$ cat config.mk
export PLATFORM = sky130hd
export DESIGN_NAME = muldiv_sequencer
export DESIGN_NICKNAME = d
export VERILOG_FILES = /design/src/rtl/muldiv_pkg.sv /design/src/rtl/muldiv_step.sv /design/src/rtl/muldiv_sequencer.sv
export SDC_FILE = /design/constraint.sdc
export NUM_CORES = 1
export LEC_CHECK = 0
export CORE_ASPECT_RATIO = 1.1
export CORE_MARGIN = 2
export CORE_UTILIZATION = 59
export CTS_CLUSTER_SIZE = 30
export DETAILED_ROUTE_END_ITERATION = 7
export PLACE_DENSITY = 0.82
export SLEW_MARGIN = 20
export SYNTH_ARGS = -nofsm -noshare
export SYNTH_HDL_FRONTEND = slang
export SYNTH_SLANG_ARGS = --single-unit
$ cat constraint.sdc
create_clock -name clk -period 5.1 [get_ports clk]
set_clock_uncertainty 0.15 [all_clocks]
set_input_delay 0.51 -clock clk [delete_from_list [all_inputs] [get_ports clk]]
set_output_delay 0.51 -clock clk [all_outputs]
set_load 0.02 [all_outputs]
$ cat src/rtl/muldiv_pkg.sv
// Shared encodings for the iterative unsigned multiply/divide unit.
package muldiv_pkg;

  localparam int WIDTH_DEF = 32;
  localparam int CNT_W_DEF = 6;

  localparam logic [1:0] OP_MUL   = 2'b00;
  localparam logic [1:0] OP_MULHU = 2'b01;
  localparam logic [1:0] OP_DIVU  = 2'b10;
  localparam logic [1:0] OP_REMU  = 2'b11;

  localparam logic [1:0] ST_IDLE = 2'd0;
  localparam logic [1:0] ST_BUSY = 2'd1;
  localparam logic [1:0] ST_DONE = 2'd2;

  function automatic logic is_div(input logic [1:0] op);
    return (op == OP_DIVU) || (op == OP_REMU);
  endfunction

endpackage

$ cat src/rtl/muldiv_step.sv
// One radix-2 iteration over the {hi,lo} pair: shift-add for multiply,
// restoring compare-subtract-shift for divide.
module muldiv_step
  import muldiv_pkg::*;
#(
  parameter int WIDTH = WIDTH_DEF
) (
  input  logic             is_div_i,
  input  logic [WIDTH-1:0] hi_i,
  input  logic [WIDTH-1:0] lo_i,
  input  logic [WIDTH-1:0] b_i,
  output logic [WIDTH-1:0] hi_o,
  output logic [WIDTH-1:0] lo_o
);

  logic [WIDTH-1:0] addend;
  logic [WIDTH:0]   sum;
  logic [WIDTH:0]   diff;
  logic             ge;

  always_comb begin
    addend = lo_i[0] ? b_i : '0;
    sum    = {1'b0, hi_i} + {1'b0, addend};
    // Shifted remainder is WIDTH+1 bits; its top bit alone guarantees rem >= divisor.
    diff   = {1'b0, hi_i[WIDTH-2:0], lo_i[WIDTH-1]} - {1'b0, b_i};
    ge     = hi_i[WIDTH-1] | ~diff[WIDTH];
    if (is_div_i) begin
      hi_o = ge ? diff[WIDTH-1:0] : {hi_i[WIDTH-2:0], lo_i[WIDTH-1]};
      lo_o = {lo_i[WIDTH-2:0], ge};
    end else begin
      hi_o = sum[WIDTH:1];
      lo_o = {sum[0], lo_i[WIDTH-1:1]};
    end
  end

endmodule

$ cat src/rtl/muldiv_sequencer.sv
// EX-stage iterative MUL/MULHU/DIVU/REMU sequencer; holds the pipeline via Stall.
// Optional MULDIV_FAST_ZERO_EN: zero operands skip the iteration phase.
module muldiv_sequencer
  import muldiv_pkg::*;
#(
  parameter int WIDTH = WIDTH_DEF,
  parameter int CNT_W = CNT_W_DEF
) (
  input  logic             clk,
  input  logic             reset,
  input  logic             Start,
  input  logic [1:0]       Op,
  input  logic [WIDTH-1:0] SrcA,
  input  logic [WIDTH-1:0] SrcB,
  input  logic             Flush,
  output logic             Busy,
  output logic             Done,
  output logic [WIDTH-1:0] Result,
  output logic             Stall
);

  logic [1:0]       state_q, state_d;
  logic [CNT_W-1:0] cnt_q, cnt_d;
  logic [1:0]       op_q, op_d;
  logic [WIDTH-1:0] hi_q, hi_d;      // product high / remainder
  logic [WIDTH-1:0] lo_q, lo_d;      // product low (multiplier) / quotient
  logic [WIDTH-1:0] b_q, b_d;        // multiplicand / divisor
  logic [WIDTH-1:0] result_q, result_d;
  logic [WIDTH-1:0] step_hi, step_lo, sel;
  logic             accept;

  muldiv_step #(.WIDTH(WIDTH)) u_step (
    .is_div_i (is_div(op_q)),
    .hi_i     (hi_q),
    .lo_i     (lo_q),
    .b_i      (b_q),
    .hi_o     (step_hi),
    .lo_o     (step_lo)
  );

  assign accept = (state_q == ST_IDLE) & Start & ~Flush;

  always_comb begin
    case (op_q)
      OP_MUL, OP_DIVU: sel = lo_q;
      default:         sel = hi_q;
    endcase
  end

  always_comb begin
    // NOTE: every next-state signal gets a default first so no path infers a latch.
    state_d  = state_q;
    cnt_d    = cnt_q;
    op_d     = op_q;
    hi_d     = hi_q;
    lo_d     = lo_q;
    b_d      = b_q;
    result_d = result_q;
    case (state_q)
      ST_IDLE: begin
        if (accept) begin
          op_d    = Op;
          cnt_d   = CNT_W'(WIDTH);
          hi_d    = '0;
          lo_d    = is_div(Op) ? SrcA : SrcB;
          b_d     = is_div(Op) ? SrcB : SrcA;
          state_d = ST_BUSY;
`ifdef MULDIV_FAST_ZERO_EN
          if ((SrcA == '0) || (SrcB == '0)) begin
            // Load the finished {hi,lo} layout directly so the result mux is unchanged.
            state_d = ST_DONE;
            cnt_d   = '0;
            lo_d    = (is_div(Op) && (SrcB == '0)) ? '1 : '0;
            hi_d    = (is_div(Op) && (SrcB == '0)) ? SrcA : '0;
          end
`endif
        end
      end
      ST_BUSY: begin
        if (Flush) begin
          state_d = ST_IDLE;
        end else begin
          hi_d  = step_hi;
          lo_d  = step_lo;
          cnt_d = cnt_q - CNT_W'(1);
          if (cnt_q == CNT_W'(1)) state_d = ST_DONE;
        end
      end
      ST_DONE: begin
        state_d = ST_IDLE;
        if (!Flush) result_d = sel;
      end
      default: state_d = ST_IDLE;
    endcase
  end

  // NOTE: state uses non-blocking assignments; the datapath registers are reset too
  // so no output can ever show X after reset.
  always_ff @(posedge clk or posedge reset) begin
    if (reset) begin
      state_q  <= ST_IDLE;
      cnt_q    <= '0;
      op_q     <= '0;
      hi_q     <= '0;
      lo_q     <= '0;
      b_q      <= '0;
      result_q <= '0;
    end else begin
      state_q  <= state_d;
      cnt_q    <= cnt_d;
      op_q     <= op_d;
      hi_q     <= hi_d;
      lo_q     <= lo_d;
      b_q      <= b_d;
      result_q <= result_d;
    end
  end

  // The live result is shown in the Done cycle; result_q commits it only if not flushed.
  assign Busy   = (state_q == ST_BUSY);
  assign Done   = (state_q == ST_DONE) & ~Flush;
  assign Stall  = accept | (Busy & ~Flush);
  assign Result = Done ? sel : result_q;

endmodule

==> metrics.csv <==
stage;metric;value;unit
detailed_routing;avgViaCountPerCell;6.08;
placement;port-buffer-count;104;
sta;final_hold_slack;0.350;ns
synthesis;post-synth-top-area-cell;dfrtp_1;
sta;layout_min_cycle_time;4.38;ns
synthesis;synth-edff-count;0;
synthesis;top_ff_cell_synth;dfrtp_1;
clocking;clockBufferDepth;2;
grt;global_route.usage.total;31.6;%
detailed_routing;drt_drc_violations_left;0;
die;die_w;132;um
detailed_routing;totalWireLength;30000;um
sta;min_period_over_period;85.9;%
clocking;tritoncts;done;
worst_setup_path;timing.critical_path.to_type;register;
placement;numPlacedInstances;1549;
worst_setup_path;timing.reg2reg.setup_slack;0.72;ns
synthesis;asyncSetResetFlopFracSynth;100;%
cells_and_area;fillCellCount;1429;
synthesis;post_synth.cell_area_avg;8.42;sq um
placement;dp.final_hpwl;21500;um
sta;worst_slew_slack_as_a_fraction_of_its_limit;26.3;%
power_and_ir_drop;power_density;584;nW/um^2
detailed_routing;avgRoutedWirePerCell;19.0;um
worst_setup_path;crit_type;register to register;
clocking;post_cts_sizing;0;
placement;gpl.final_weighted_congestion;0.958;
die;core;17700;sq um
synthesis;synthCells;1266;
clocking;cts-buffers-inserted;17;
grt;pin_count_of_the_biggest_net_entering_global_routing;111;
die;initial_utilization;60.3;%
synthesis;synth-warning-count;0;
die;area_enclosed_by_the_die_boundary;19200;sq um
clocking;cts_clk_pin_slew_worst_paths;0.07;ns
synthesis;yosys.cell_count.top_type;dfrtp_1;
status;outcome;finished clean;
grt;number_of_antenna_violations_at_the_first_check_in_global_routing;0;
detailed_routing;postRouteAntennaNets;0;
power_and_ir_drop;worst_ir_drop_vdd;457;uV
cells_and_area;insertedDiodeCount;0;
synthesis;synth_seq_cells;138;
clocking;cts_num_sinks;138;
grt;grt_overflow;0;
sta;grt_setup_unrepaired;no;
cells_and_area;finish.net_count;1468;
clocking;clock_latency;0.44;ns
detailed_routing;first_pass_iters;5;
sta;timing.final.setup_violations;0;
die;boundaryPins;105;
detailed_routing;drt_first_iter_violations;904;
synthesis;synth.area.top_cells;dfrtp_1, mux2i_1, ha_1;
detailed_routing;route.vias.total;9615;
min_path;worstHoldPathType;register to register;
synthesis;synth_sequential_area_ratio;32.4;%
sta;hold_violations;0;
cells_and_area;post_route_cells_drive_above_1_share;6.40;%
cells_and_area;area_growth_from_synthesis_to_layout;16.4;%
cells_and_area;instances_no_fill;1581;
die;dieHeight;145;um
worst_setup_path;critPathLaunchType;register;
die;std_cell_rows;51;
sta;finalMaxSlewViolations;0;
clocking;clk_root_buffer_cell;clkbuf_16;
worst_setup_path;critical_path_arrival;4.58;ns
clocking;cts-htree-levels;4;
sta;worst_pin_slew;1.11;ns
worst_setup_path;timing.critical_path.fanout_max;35;
sta;finalSetupTns;0;ns
clocking;post_cts_setup_inserts;0;
job;maxCapViolCount;0;
synthesis;post_synth_most_frequent_cells;dfrtp_1, nand2_1, a21oi_1;
synthesis;syn-num-nets;1404;
power_and_ir_drop;power.static_leakage;0.00585;uW
sta;clock.fmax;0.228;GHz
worst_setup_path;worst_path_required_time;5.29;ns
synthesis;synth_largest_type_area_fraction;32.4;%
power_and_ir_drop;total_power;7240;uW
synthesis;yosysUniqueCellTypes;62;
synthesis;mappedNetlistArea;10700;sq um
grt;first_pass_grt_wire_length;48400;um
clocking;cts_hold_buf;0;
grt;first_global_vias;9377;
[flip-flops by register name, indices dropped and copies added, names as in the netlist]
register  flops
b_q          32
hi_q         32
lo_q         32
result_q     32
cnt_q         6
op_q          2
state_q       2
[cells in the final DEF (no fill, tap or decap), drive strengths merged, types with 6 or more instances in the layout]
cell type,Yosys,final
xnor2,30,30
and2,34,34
a31oi,12,12
mux2i,111,111
a211oi,9,9
nor3,10,10
nand2b,17,17
nand4,6,6
o211ai,12,12
xor2,26,26
inv,57,68
a21o,29,29
ha,66,66
mux2,30,30
o21a,8,8
nor2,112,112
nor2b,9,9
dfrtp,138,138
clkdlybuf4s50,0,103
o21ai,129,129
buf,14,13
clkbuf,57,18
nand2,131,131
a22oi,11,11
o21bai,7,7
a21oi,126,126
nand3,12,12
[through the flow]
step	util (%)	cell area, sq um	setup slack [ns]
final	70.2	12400	0.719
after CTS	70.2	12400	0.718
after global placement	66.9	11800	0.921
after detailed placement	66.9	11800	0.807
after floorplan	-	10700	0.744
after global routing	70.2	12400	0.380
[routing by layer]
metal	vias to the layer above	part of all wire, %	global-route usage [%]
met4	0	3.4	13.3
met5	-	0	0
met3	68	7.3	5.97
li1	4657	-	-
met2	364	44	48.2
met1	4526	45	44.0
[worst max-delay path, stage by stage (launching register included)]
cell	delay, ns
dfrtp_1	1.01
and2_1	0.23
ha_1	0.19
inv_1	0.07
fa_1	0.41
nand2b_1	0.20
a21oi_1	0.27
o21a_1	0.22
a211oi_1	0.10
o21ai_1	0.33
nand3b_1	0.12
a21oi_1	0.27
a31oi_1	0.16
or3_1	0.37
a22oi_1	0.18
[power breakdown]
group	internal, uW	total, uW	switching (uW)
Sequential	1440	1930	494
Combinational	1760	4060	2300
Clock	670	1250	577
[path summary, 6_finish.rpt]
path | start | end | cells after the start
max in group asynchronous | reset | hi_q[24] | 3
min | b_q[11] | b_q[11] | 2
min reg2reg | b_q[11] | b_q[11] | 2
max reg2reg | lo_q[0] | hi_q[31] | 14
max | lo_q[0] | hi_q[31] | 14
min in group asynchronous | reset | cnt_q[3] | 2
[layout make-up]
| cell class | count | area [sq um] | share of cell area (%) |
|---|---|---|---|
| sequential | 138 | 3460 | 27.9 |
| timing repair buffer | 116 | 1130 | 9.10 |
| multi-input combinational | 1000 | 6720 | 54.2 |
| tap | 238 | 298 | 2.40 |
| clock buffer | 18 | 439 | 3.54 |
| inverter | 57 | 219 | 1.76 |
| clock inverter | 14 | 148 | 1.19 |
[cells by family (layout without fill, tap and decap cells)]
kind of cell / after synthesis / count (layout) / synth area share [%]
AOI/OAI and AO/OA: 387 / 387 / 22.0
xor gates and xnor gates: 56 / 56 / 4.60
adders and majority gates: 68 / 68 / 8.12
buffers and inverters: 128 / 205 / 4.72
DFF: 138 / 138 / 32.4
muxes: 141 / 141 / 13.6
and+or+nand+nor: 348 / 348 / 14.6
No activity file was read; power rests on OpenSTA's default activity.
